**config.mk**
```make
export PLATFORM = sky130hd
export DESIGN_NAME = gcd_engine_param
export DESIGN_NICKNAME = d
export VERILOG_FILES = /design/src/rtl/gcd_pkg.sv /design/src/rtl/gcd_datapath.sv /design/src/rtl/gcd_engine_param.sv
export SDC_FILE = /design/constraint.sdc
export NUM_CORES = 1
export LEC_CHECK = 0
export BUFFER_PORTS_ARGS = -buffer_cell sky130_fd_sc_hd__clkbuf_2
export CAP_MARGIN = 25
export CORE_UTILIZATION = 55
export CTS_BUF_LIST = sky130_fd_sc_hd__clkbuf_4 sky130_fd_sc_hd__clkbuf_8
export CTS_CLUSTER_DIAMETER = 80
export DETAILED_ROUTE_END_ITERATION = 10
export GPL_TIMING_DRIVEN = 0
export HOLD_SLACK_MARGIN = 0.08
export MAX_ROUTING_LAYER = met4
export PLACE_DENSITY_LB_ADDON = 0.12
export RECOVER_POWER = 100
export SYNTH_ARGS = -nofsm -noshare
export SYNTH_HDL_FRONTEND = slang
export SYNTH_SLANG_ARGS = --single-unit
```
**constraint.sdc**
```tcl
create_clock -name CLK -period 6.2 [get_ports CLK]
set_clock_uncertainty 0.15 [all_clocks]
set_input_delay 0.31 -clock CLK [delete_from_list [all_inputs] [get_ports CLK]]
set_output_delay 0.31 -clock CLK [all_outputs]
set_load 0.05 [all_outputs]
```
**src/rtl/gcd_pkg.sv**
```systemverilog
// Shared definitions for the parametrised GCD engine: FSM encoding,
// algorithm selectors and a constant-evaluable ceil(log2) helper.
package gcd_pkg;

    typedef enum logic [1:0] {
        ST_IDLE   = 2'd0,
        ST_CALC   = 2'd1,
        ST_FINISH = 2'd2
    } state_t;

    localparam int ALGO_EUCLID = 0;
    localparam int ALGO_STEIN  = 1;

    function automatic int clog2(input int value);
        int result;
        result = 0;
        for (int i = 0; i < 32; i++) begin
            if ((64'd1 << i) < 64'(value)) result = i + 1;
        end
        return result;
    endfunction

endpackage

```
**src/rtl/gcd_datapath.sv**
```systemverilog
// One combinational GCD iteration; ALGO picks subtractive Euclid or
// binary Stein at elaboration time.
module gcd_datapath
    import gcd_pkg::*;
#(
    parameter int WIDTH = 8,
    parameter int ALGO  = 0,
    parameter int KW    = 4
) (
    input  logic [WIDTH-1:0] i_a,
    input  logic [WIDTH-1:0] i_b,
    input  logic [KW-1:0]    i_k,
    output logic [WIDTH-1:0] o_a,
    output logic [WIDTH-1:0] o_b,
    output logic [KW-1:0]    o_k,
    output logic             o_eq,
    output logic [WIDTH-1:0] o_result
);

    assign o_eq = (i_a == i_b);

    generate
        if (ALGO == ALGO_STEIN) begin : g_stein
            // Shared factors of two are stripped into k and restored on the result.
            always_comb begin
                o_a = i_a;
                o_b = i_b;
                o_k = i_k;
                if (!i_a[0] && !i_b[0]) begin
                    o_a = i_a >> 1;
                    o_b = i_b >> 1;
                    o_k = i_k + 1'b1;
                end else if (!i_a[0]) begin
                    o_a = i_a >> 1;
                end else if (!i_b[0]) begin
                    o_b = i_b >> 1;
                end else if (i_a > i_b) begin
                    o_a = (i_a - i_b) >> 1;
                end else begin
                    o_b = (i_b - i_a) >> 1;
                end
            end
            assign o_result = i_a << i_k;
        end else begin : g_euclid
            always_comb begin
                o_a = i_a;
                o_b = i_b;
                o_k = i_k;
                if (i_a > i_b) begin
                    o_a = i_a - i_b;
                end else if (i_b > i_a) begin
                    o_b = i_b - i_a;
                end
            end
            assign o_result = i_a;
        end
    endgenerate

endmodule

```
**src/rtl/gcd_engine_param.sv**
```systemverilog
// GCD accelerator top: IDLE/CALC/FINISH control, operand registers,
// saturating iteration counter and held result registers.
module gcd_engine_param
    import gcd_pkg::*;
#(
    parameter int WIDTH = 8,
    parameter int ALGO  = 0,
    parameter int CNT_W = 16
) (
    input  logic             CLK,
    input  logic             RST,
    input  logic             START,
    input  logic [WIDTH-1:0] A,
    input  logic [WIDTH-1:0] B,
    output logic             BUSY,
    output logic             DONE,
    output logic [WIDTH-1:0] Y,
    output logic             ERROR,
    output logic [CNT_W-1:0] CYCLES,
    output logic [1:0]       DBG_STATE
);

    localparam int KW = clog2(WIDTH + 1);

    // Handshake: START is level-sampled only in IDLE; BUSY covers CALC and
    // FINISH; DONE is a one-cycle Moore pulse in FINISH with Y/ERROR/CYCLES valid.
    state_t           r_state;
    state_t           w_state_next;
    logic [WIDTH-1:0] r_a;
    logic [WIDTH-1:0] r_b;
    logic [KW-1:0]    r_k;
    logic [CNT_W-1:0] r_cnt;
    logic [WIDTH-1:0] w_a_next;
    logic [WIDTH-1:0] w_b_next;
    logic [KW-1:0]    w_k_next;
    logic             w_eq;
    logic [WIDTH-1:0] w_result;
    logic [CNT_W-1:0] w_cnt_inc;
    logic             w_zero_op;

    gcd_datapath #(
        .WIDTH (WIDTH),
        .ALGO  (ALGO),
        .KW    (KW)
    ) u_datapath (
        .i_a      (r_a),
        .i_b      (r_b),
        .i_k      (r_k),
        .o_a      (w_a_next),
        .o_b      (w_b_next),
        .o_k      (w_k_next),
        .o_eq     (w_eq),
        .o_result (w_result)
    );

    assign w_zero_op = (A == '0) || (B == '0);
    assign w_cnt_inc = (&r_cnt) ? r_cnt : r_cnt + 1'b1;

    always_ff @(posedge CLK) begin
        if (RST) r_state <= ST_IDLE;
        else     r_state <= w_state_next;
    end

    always_comb begin
        w_state_next = r_state;
        case (r_state)
            ST_IDLE:   if (START) w_state_next = w_zero_op ? ST_FINISH : ST_CALC;
            ST_CALC:   if (w_eq)  w_state_next = ST_FINISH;
            ST_FINISH: w_state_next = ST_IDLE;
            default:   w_state_next = ST_IDLE;
        endcase
    end

    always_ff @(posedge CLK) begin
        if (RST) begin
            r_a    <= '0;
            r_b    <= '0;
            r_k    <= '0;
            r_cnt  <= '0;
            Y      <= '0;
            ERROR  <= 1'b0;
            CYCLES <= '0;
        end else begin
            case (r_state)
                ST_IDLE: begin
                    if (START) begin
                        r_a   <= A;
                        r_b   <= B;
                        r_k   <= '0;
                        r_cnt <= '0;
                        if (w_zero_op) begin
                            Y      <= '0;
                            ERROR  <= 1'b1;
                            CYCLES <= '0;
                        end
                    end
                end
                ST_CALC: begin
                    r_cnt <= w_cnt_inc;
                    if (w_eq) begin
                        Y      <= w_result;
                        ERROR  <= 1'b0;
                        CYCLES <= w_cnt_inc;
                    end else begin
                        r_a <= w_a_next;
                        r_b <= w_b_next;
                        r_k <= w_k_next;
                    end
                end
                default: ;
            endcase
        end
    end

    assign BUSY      = (r_state != ST_IDLE);
    assign DONE      = (r_state == ST_FINISH);
    assign DBG_STATE = r_state;

endmodule
```
==> impl_metrics.csv, run 1 <==
group,metric,value,unit
floorplan,io_pins,48,
clock_tree,cts-root-buf,"clkbuf_8",
global_route,grt_pass1_vias,3361,
clock_tree,clock_latency,340,ps
timing,max_freq,302,MHz
routing,wl,9.96,mm
cells_and_area,final_area,4060,µm²
floorplan,die_width,82.9,µm
routing,vias,3599,
timing,tns,0,ps
synthesis,syn_avg_cell_area,7.81,µm²
pwr,p_leak,0.00153,µW
synthesis,synth_top_family_by_area,"simple AND/OR/NAND/NOR gates",
floorplan,core,6350,µm²
global_route,grt_pass1_wl,16.1,mm
routing,drt_iter0_drc,215,
synthesis,synth-async-reset-ratio,0,
pwr,ir_drop,207,µV
timing,worst_pin_slew,857,ps
clock_tree,cts_inserted_buffers,9,
synthesis,synth_seq_cells,59,
synthesis,syn_area,3600,µm²
pwr,p_per_area,334,nW/µm²
cells_and_area,final_nets,557,
setup_path,endpoint,"r_a[6]",
timing,period_needed,3310,ps
placed_design,gp_congestion,0.948,
clock_tree,clock_path_buffers,2,
min_path,hold_class,"input port to flip-flop",
global_route,gr-total-overflow,0,
setup_path,reg2reg_slack,2890,ps
setup_path,crit_type,"flip-flop to flip-flop",
floorplan,die_area,6870,µm²
cells_and_area,n_antenna_cell,0,
setup_path,path_max_fanout,10,
timing,rsz0062_at_grt,"no",
clock_tree,clkSlewWorstSetupHoldPaths,80,ps
setup_path,r2r_cells,10,
synthesis,syn_inst,461,
timing,post-route-period-util,0.534,
timing,hold_violations,0,
placed_design,dp_slack,3220,ps
setup_path,cp-end-kind,"flip-flop",
synthesis,syn_nets,499,
setup_path,cp.arrival,3430,ps
global_route,grt_max_degree,11,
setup_path,startpoint_type,"flip-flop",
clock_tree,cts_sinks,59,
status,run_status,"finished clean",
clock_tree,cts_tree,"built",
floorplan,rows,29,
routing,drc,0,
timing,setup_viol,0,
synthesis,yosysWarningCount,0,
synthesis,synthDistinctLibCells,62,
setup_path,r2r_end,"r_a[6]",
cells_and_area,final_util,0.640,
global_route,antenna_found_initial,0,
setup_path,required,6320,ps
synthesis,synth-seq-area-share,0.328,
cells_and_area,layout-drive-gt1-share,0.113,
timing,slew_headroom,0.424,
setup_path,r2r_start,"r_a[4]",
global_route,grt_usage,0.303,
routing,wl_per_cell,16.6,µm
synthesis,synth-xor-area-share,0.0316,
cells_and_area,synthToLayoutAreaGrowth,12.9,%
job,maxCapViolCount,0,
setup_path,crit_start,"r_a[4]",
synthesis,synthAdderAreaFrac,0.0702,
routing,firstDrtPassIters,5,
floorplan,chipHeight,82.9,µm
synthesis,synth_compound_area_frac,0.223,
placed_design,portBuffers,46,
routing,ant_nets,0,
synthesis,ys.flop_type,"dfxtp_1",
synthesis,yosys.area_share.simple,0.253,
timing,worst_slack,2890,ps
routing,viasPerCell,5.99,
clock_tree,post_cts_buffers,0,
placed_design,post_dp_cell_area,3930,µm²
timing,slew_viol_final,0,
clock_tree,cts-htree-levels,3,
clock_tree,ctsResizeCount,0,
min_path,hold_depth,3,
synthesis,synth-edff-count,0,
floorplan,initial_core_util,0.567,
synthesis,synthMuxAreaShare,0.0115,
placed_design,place_hpwl,7.23,mm
==> cell type report <==
type / instances / area (µm²)
clock buffer: 12 / 153
clock inverter: 4 / 50.0
tap: 77 / 96.3
multi-input combinational: 345 / 2110
inverter: 22 / 82.6
sequential: 59 / 1180
timing repair buffer: 47 / 204
fill: 600 / 2290
buffer: 35 / 181
==> per-stage QoR <==
| stage | hold slack, ps | std cells | total power, µW |
|---|---|---|---|
| finish | 90.9 | 601 | 1360 |
| global route | 118 | 601 | 1440 |
| CTS | 86.1 | 601 | 1360 |
| detailed placement | 300 | 584 | 993 |
| global placement | 292 | 584 | 987 |
| floorplan | 299 | 461 | 863 |
==> how the worst min path moves through the flow <==
stage          slack, ps      to   start
2_1_floorplan        300  r_b[0]  r_b[0]
3_3_place_gp         290    Y[0]    Y[0]
3_5_place_dp         300    Y[7]    Y[7]
4_1_cts               90  r_a[7]    A[7]
5_1_grt              120  r_a[7]    A[7]
6_report              90  r_a[7]    A[7]
==> timing repair <==
| action | in CTS | in global routing |
|---|---|---|
| hold buffers | 1 | 0 |
| hold endpoints to repair | 1 | 0 |
| setup endpoints to repair | 0 | 0 |
==> metal layers <==
layer  wire length, µm  GRT usage  vias to the layer above
li1                  -          -                     1759
met1              4220      0.359                     1694
met2              4810      0.518                      120
met3               666     0.0477                       26
met4               252      0.111                        0
met5                 0          -                        -
==> layout by cell type (no fill, tap or decap), types with 4 or more instances in the layout <==
cell type / Yosys / final
a211oi_1: 14 / 14
a21o_1: 5 / 5
a21oi_1: 52 / 53
a22oi_1: 4 / 4
a31o_2: 4 / 4
a31oi_1: 6 / 6
buf_2: 10 / 5
buf_6: 6 / 4
clkbuf_1: 14 / 51
clkbuf_2: 1 / 18
clkbuf_8: 1 / 10
dfxtp_1: 59 / 59
ha_1: 17 / 17
inv_1: 22 / 22
nand2_1: 39 / 39
nand2b_1: 6 / 6
nand3_1: 21 / 21
nand3b_1: 7 / 7
nand4_1: 8 / 8
nor2_1: 53 / 53
nor2b_1: 4 / 4
nor3_1: 11 / 11
nor4_1: 8 / 8
o211ai_1: 4 / 4
o21ai_0: 17 / 20
or3_1: 4 / 4
xnor2_1: 5 / 5
xor2_1: 8 / 8
==> report_power, final <==
part	internal (µW)	switching, µW	total, µW	leakage [µW]
Combinational	208	346	554	0.000950
Clock	205	162	367	0.0000994
Sequential	409	29.1	438	0.000479
==> synth_stat cells (4+ instances only) <==
cell,instances,share of area
dfxtp_1,59,0.33
xnor2_1,5,0.012
nand4_1,8,0.014
a31o_2,4,0.0097
nor4_1,8,0.014
xor2_1,8,0.019
nand3b_1,7,0.015
clkbuf_1,14,0.015
ha_1,17,0.059
nand2b_1,6,0.010
nor2_1,53,0.055
a21oi_1,52,0.072
or3_1,4,0.0070
buf_2,10,0.014
a21o_1,5,0.010
a22oi_1,4,0.0083
o21ai_0,17,0.024
nor3_1,11,0.015
nand3_1,21,0.029
a31oi_1,6,0.010
inv_1,22,0.023
a211oi_1,14,0.029
buf_6,6,0.019
nor2b_1,4,0.0070
o211ai_1,4,0.0083
nand2_1,39,0.041
==> worst max-delay path, cell delays in order, from the launching register on <==
cell,delay [ps]
dfxtp_1,410
inv_1,70
ha_1,280
clkbuf_1,320
nand4_1,310
a211oi_1,260
o22ai_1,100
a21oi_1,550
clkbuf_1,450
o21ai_0,170
a21oi_1,150
==> flip-flops by register name (all words and copies together), names as in the netlist <==
signal     cells
CYCLES        16
r_cnt         16
Y              8
r_a            8
r_b            8
DBG_STATE      2
ERROR          1
==> cell families (layout without fill, tap and decap cells) <==
family	after synthesis	count (layout)
AO/OA/AOI/OAI	129	129
XOR/XNOR	13	13
adder cells (fa/ha/maj)	19	19
buffers and inverters	57	120
flip-flops	59	59
multiplexers	4	4
AND/OR/NAND/NOR	180	180
(Power assumes the default switching activity.)
==> inputs of run 2 (changes only) <==
CORE_UTILIZATION = 54   (was 55)
clock period = 2.9 ns   (was 6.2 ns; I/O delays follow)
==> run 2 against run 1 <==
Net effect:
- sequential power rose by 110%
- die area rose by 1.8%
- via count rose by 1.9%
- count of clock-buffer cells in the layout rose by 1
- sequential cell count did not move
- routed wire length rose by 2.6%
- register-to-register slack got worse by 2700 ps
- global-route usage rose by 0.38 points
- cell count rose by 2.3%
- critical endpoint is now r_b[5]
- non-clock buffer count rose by 15
==> impl_metrics.csv, run 2 (synthesized netlist as in run 1, its figures left out) <==
group,metric,value,unit
global_route,grt_usage,0.307,
cells_and_area,final_common_cell,"dfxtp_1",
routing,drc,0,
floorplan,core,6390,µm²
floorplan,die_width,83.6,µm
clock_tree,cts_sinks,59,
clock_tree,cts_tree,"built",
routing,vias,3666,
pwr,total_power,2970,µW
cells_and_area,final_nets,572,
floorplan,initial_core_util,0.563,
setup_path,slowest_delay,410,ps
routing,firstDrtPassIters,5,
timing,slew_headroom,0.411,
setup_path,crit_slowest_cell,"fa_1",
pwr,p_leak,0.00161,µW
routing,viasPerCell,5.96,
setup_path,crit_type,"flip-flop to flip-flop",
timing,rsz0062_at_grt,"no",
setup_path,cp.arrival,2810,ps
clock_tree,clkSlewWorstSetupHoldPaths,70,ps
global_route,antenna_found_initial,0,
pwr,p_per_area,702,nW/µm²
status,run_status,"finished clean",
global_route,grt_max_degree,11,
clock_tree,clock_latency,340,ps
cells_and_area,final_cell_mix,"dfxtp_1 (59), nor2_1 (53), a21oi_1 (51)",
floorplan,die_area,6990,µm²
setup_path,cp-end-kind,"flip-flop",
cells_and_area,layout-drive-gt1-share,0.126,
floorplan,io_pins,48,
timing,worst_pin_slew,875,ps
setup_path,cp.buffers_inverters,2,
cells_and_area,seq_area,1180,µm²
setup_path,critical_path.top_delay_family,"compound AO/OA/AOI/OAI gates",
routing,ant_nets,0,
timing,tns,0,ps
setup_path,path_cells,"inv_1 -> ha_1 -> fa_1 -> nand2b_1 -> a21oi_2 -> o21bai_1 -> a31oi_4 -> buf_2 -> a31o_2 -> a21oi_1",
global_route,gr-total-overflow,0,
cells_and_area,synthToLayoutAreaGrowth,17.5,%
cells_and_area,n_antenna_cell,0,
timing,setup_viol,0,
placed_design,place_hpwl,7.34,mm
clock_tree,cts_inserted_buffers,9,
timing,hold_violations,0,
min_path,hold_class,"input port to flip-flop",
setup_path,path_max_fanout,10,
timing,max_freq,363,MHz
routing,wl,10.2,mm
routing,drt_iter0_drc,213,
floorplan,chipHeight,83.6,µm
cells_and_area,final_area,4230,µm²
cells_and_area,nFillCells,579,
cells_and_area,multi_input_area,2140,µm²
clock_tree,cts-root-buf,"clkbuf_8",
clock_tree,cts-htree-levels,3,
timing,post-route-period-util,0.950,
timing,period_needed,2750,ps
setup_path,startpoint_type,"flip-flop",
global_route,grt_pass1_wl,16.5,mm
clock_tree,clock_path_buffers,2,
cells_and_area,top_regs,"CYCLES: 16 flops, r_cnt: 16 flops",
pwr,ir_drop,506,µV
global_route,grt_pass1_vias,3472,
timing,fin_hold_ws,89.1,ps
cells_and_area,fin_cells,615,
placed_design,post_dp_cell_area,3930,µm²
timing,slew_viol_final,0,
setup_path,required,2950,ps
floorplan,rows,29,
placed_design,gp_congestion,0.906,
job,maxCapViolCount,0,
placed_design,portBuffers,46,
routing,wl_per_cell,16.6,µm
placed_design,place_inst,584,
[run 2: changes by cell type in the layout (fill, tap and decap cells not counted), moves of 2 or more]
cell           before  now
dlygate4sd3_1       1   13
buf_2               5    9
clkbuf_1           51   47
a21oi_1            53   51
a21oi_2             0    2
clkinvlp_4          2    0
[run 2: final timing paths]
| check | endpoint | startpoint | slack [ps] | depth (start not counted) |
|---|---|---|---|---|
| max reg2reg | r_b[5] | r_a[0] | 150 | 10 |
| min | r_a[6] | A[6] | 90 | 5 |
| min reg2reg | Y[5] | Y[5] | 310 | 2 |
| max | r_b[5] | r_a[0] | 150 | 10 |
[run 2: layer usage]
layer	part of all wire	routed length, µm	global-route usage	vias up
met5	0	0	-	-
met4	0.034	344	0.146	0
met3	0.059	605	0.0663	37
met2	0.49	5000	0.514	124
met1	0.42	4270	0.348	1716
li1	-	-	-	1789
[run 2: worst reg2reg max path, delay by kind of cell, from the launching register on]
family	cells	cell delay, ps
buffers and inverters	2	360
and+or+nand+nor	1	220
adders and majority gates	2	640
AOI/OAI and AO/OA	5	840
DFF	1	400
[run 2: final cells by class]
class,instances,area share
clock inverter,2,0.00828
buffer,35,0.0453
timing repair buffer,62,0.0802
tap,77,0.0228
multi-input combinational,345,0.505
clock buffer,13,0.0393
sequential,59,0.279
inverter,22,0.0195
[run 2: what timing repair did]
action	in CTS	in global routing
pin swaps	0	1
hold buffers	13	0
endpoints found under the setup margin	8	34
resized for setup	1	2
endpoints found under the hold margin	12	0
buffers inserted	0	3
[run 2: power by group]
group / total, µW / switching, µW / internal, µW
logic: 1240 / 765 / 474
registers: 938 / 64.9 / 874
clock network: 789 / 332 / 458
[run 2: through the flow]
step | utilization | worst slack (ps)
floorplan | - | 479
global placement | 0.615 | -52.2
detailed placement | 0.615 | -109
CTS | 0.668 | 16.3
global route | 0.662 | 22.5
finish | 0.662 | 146
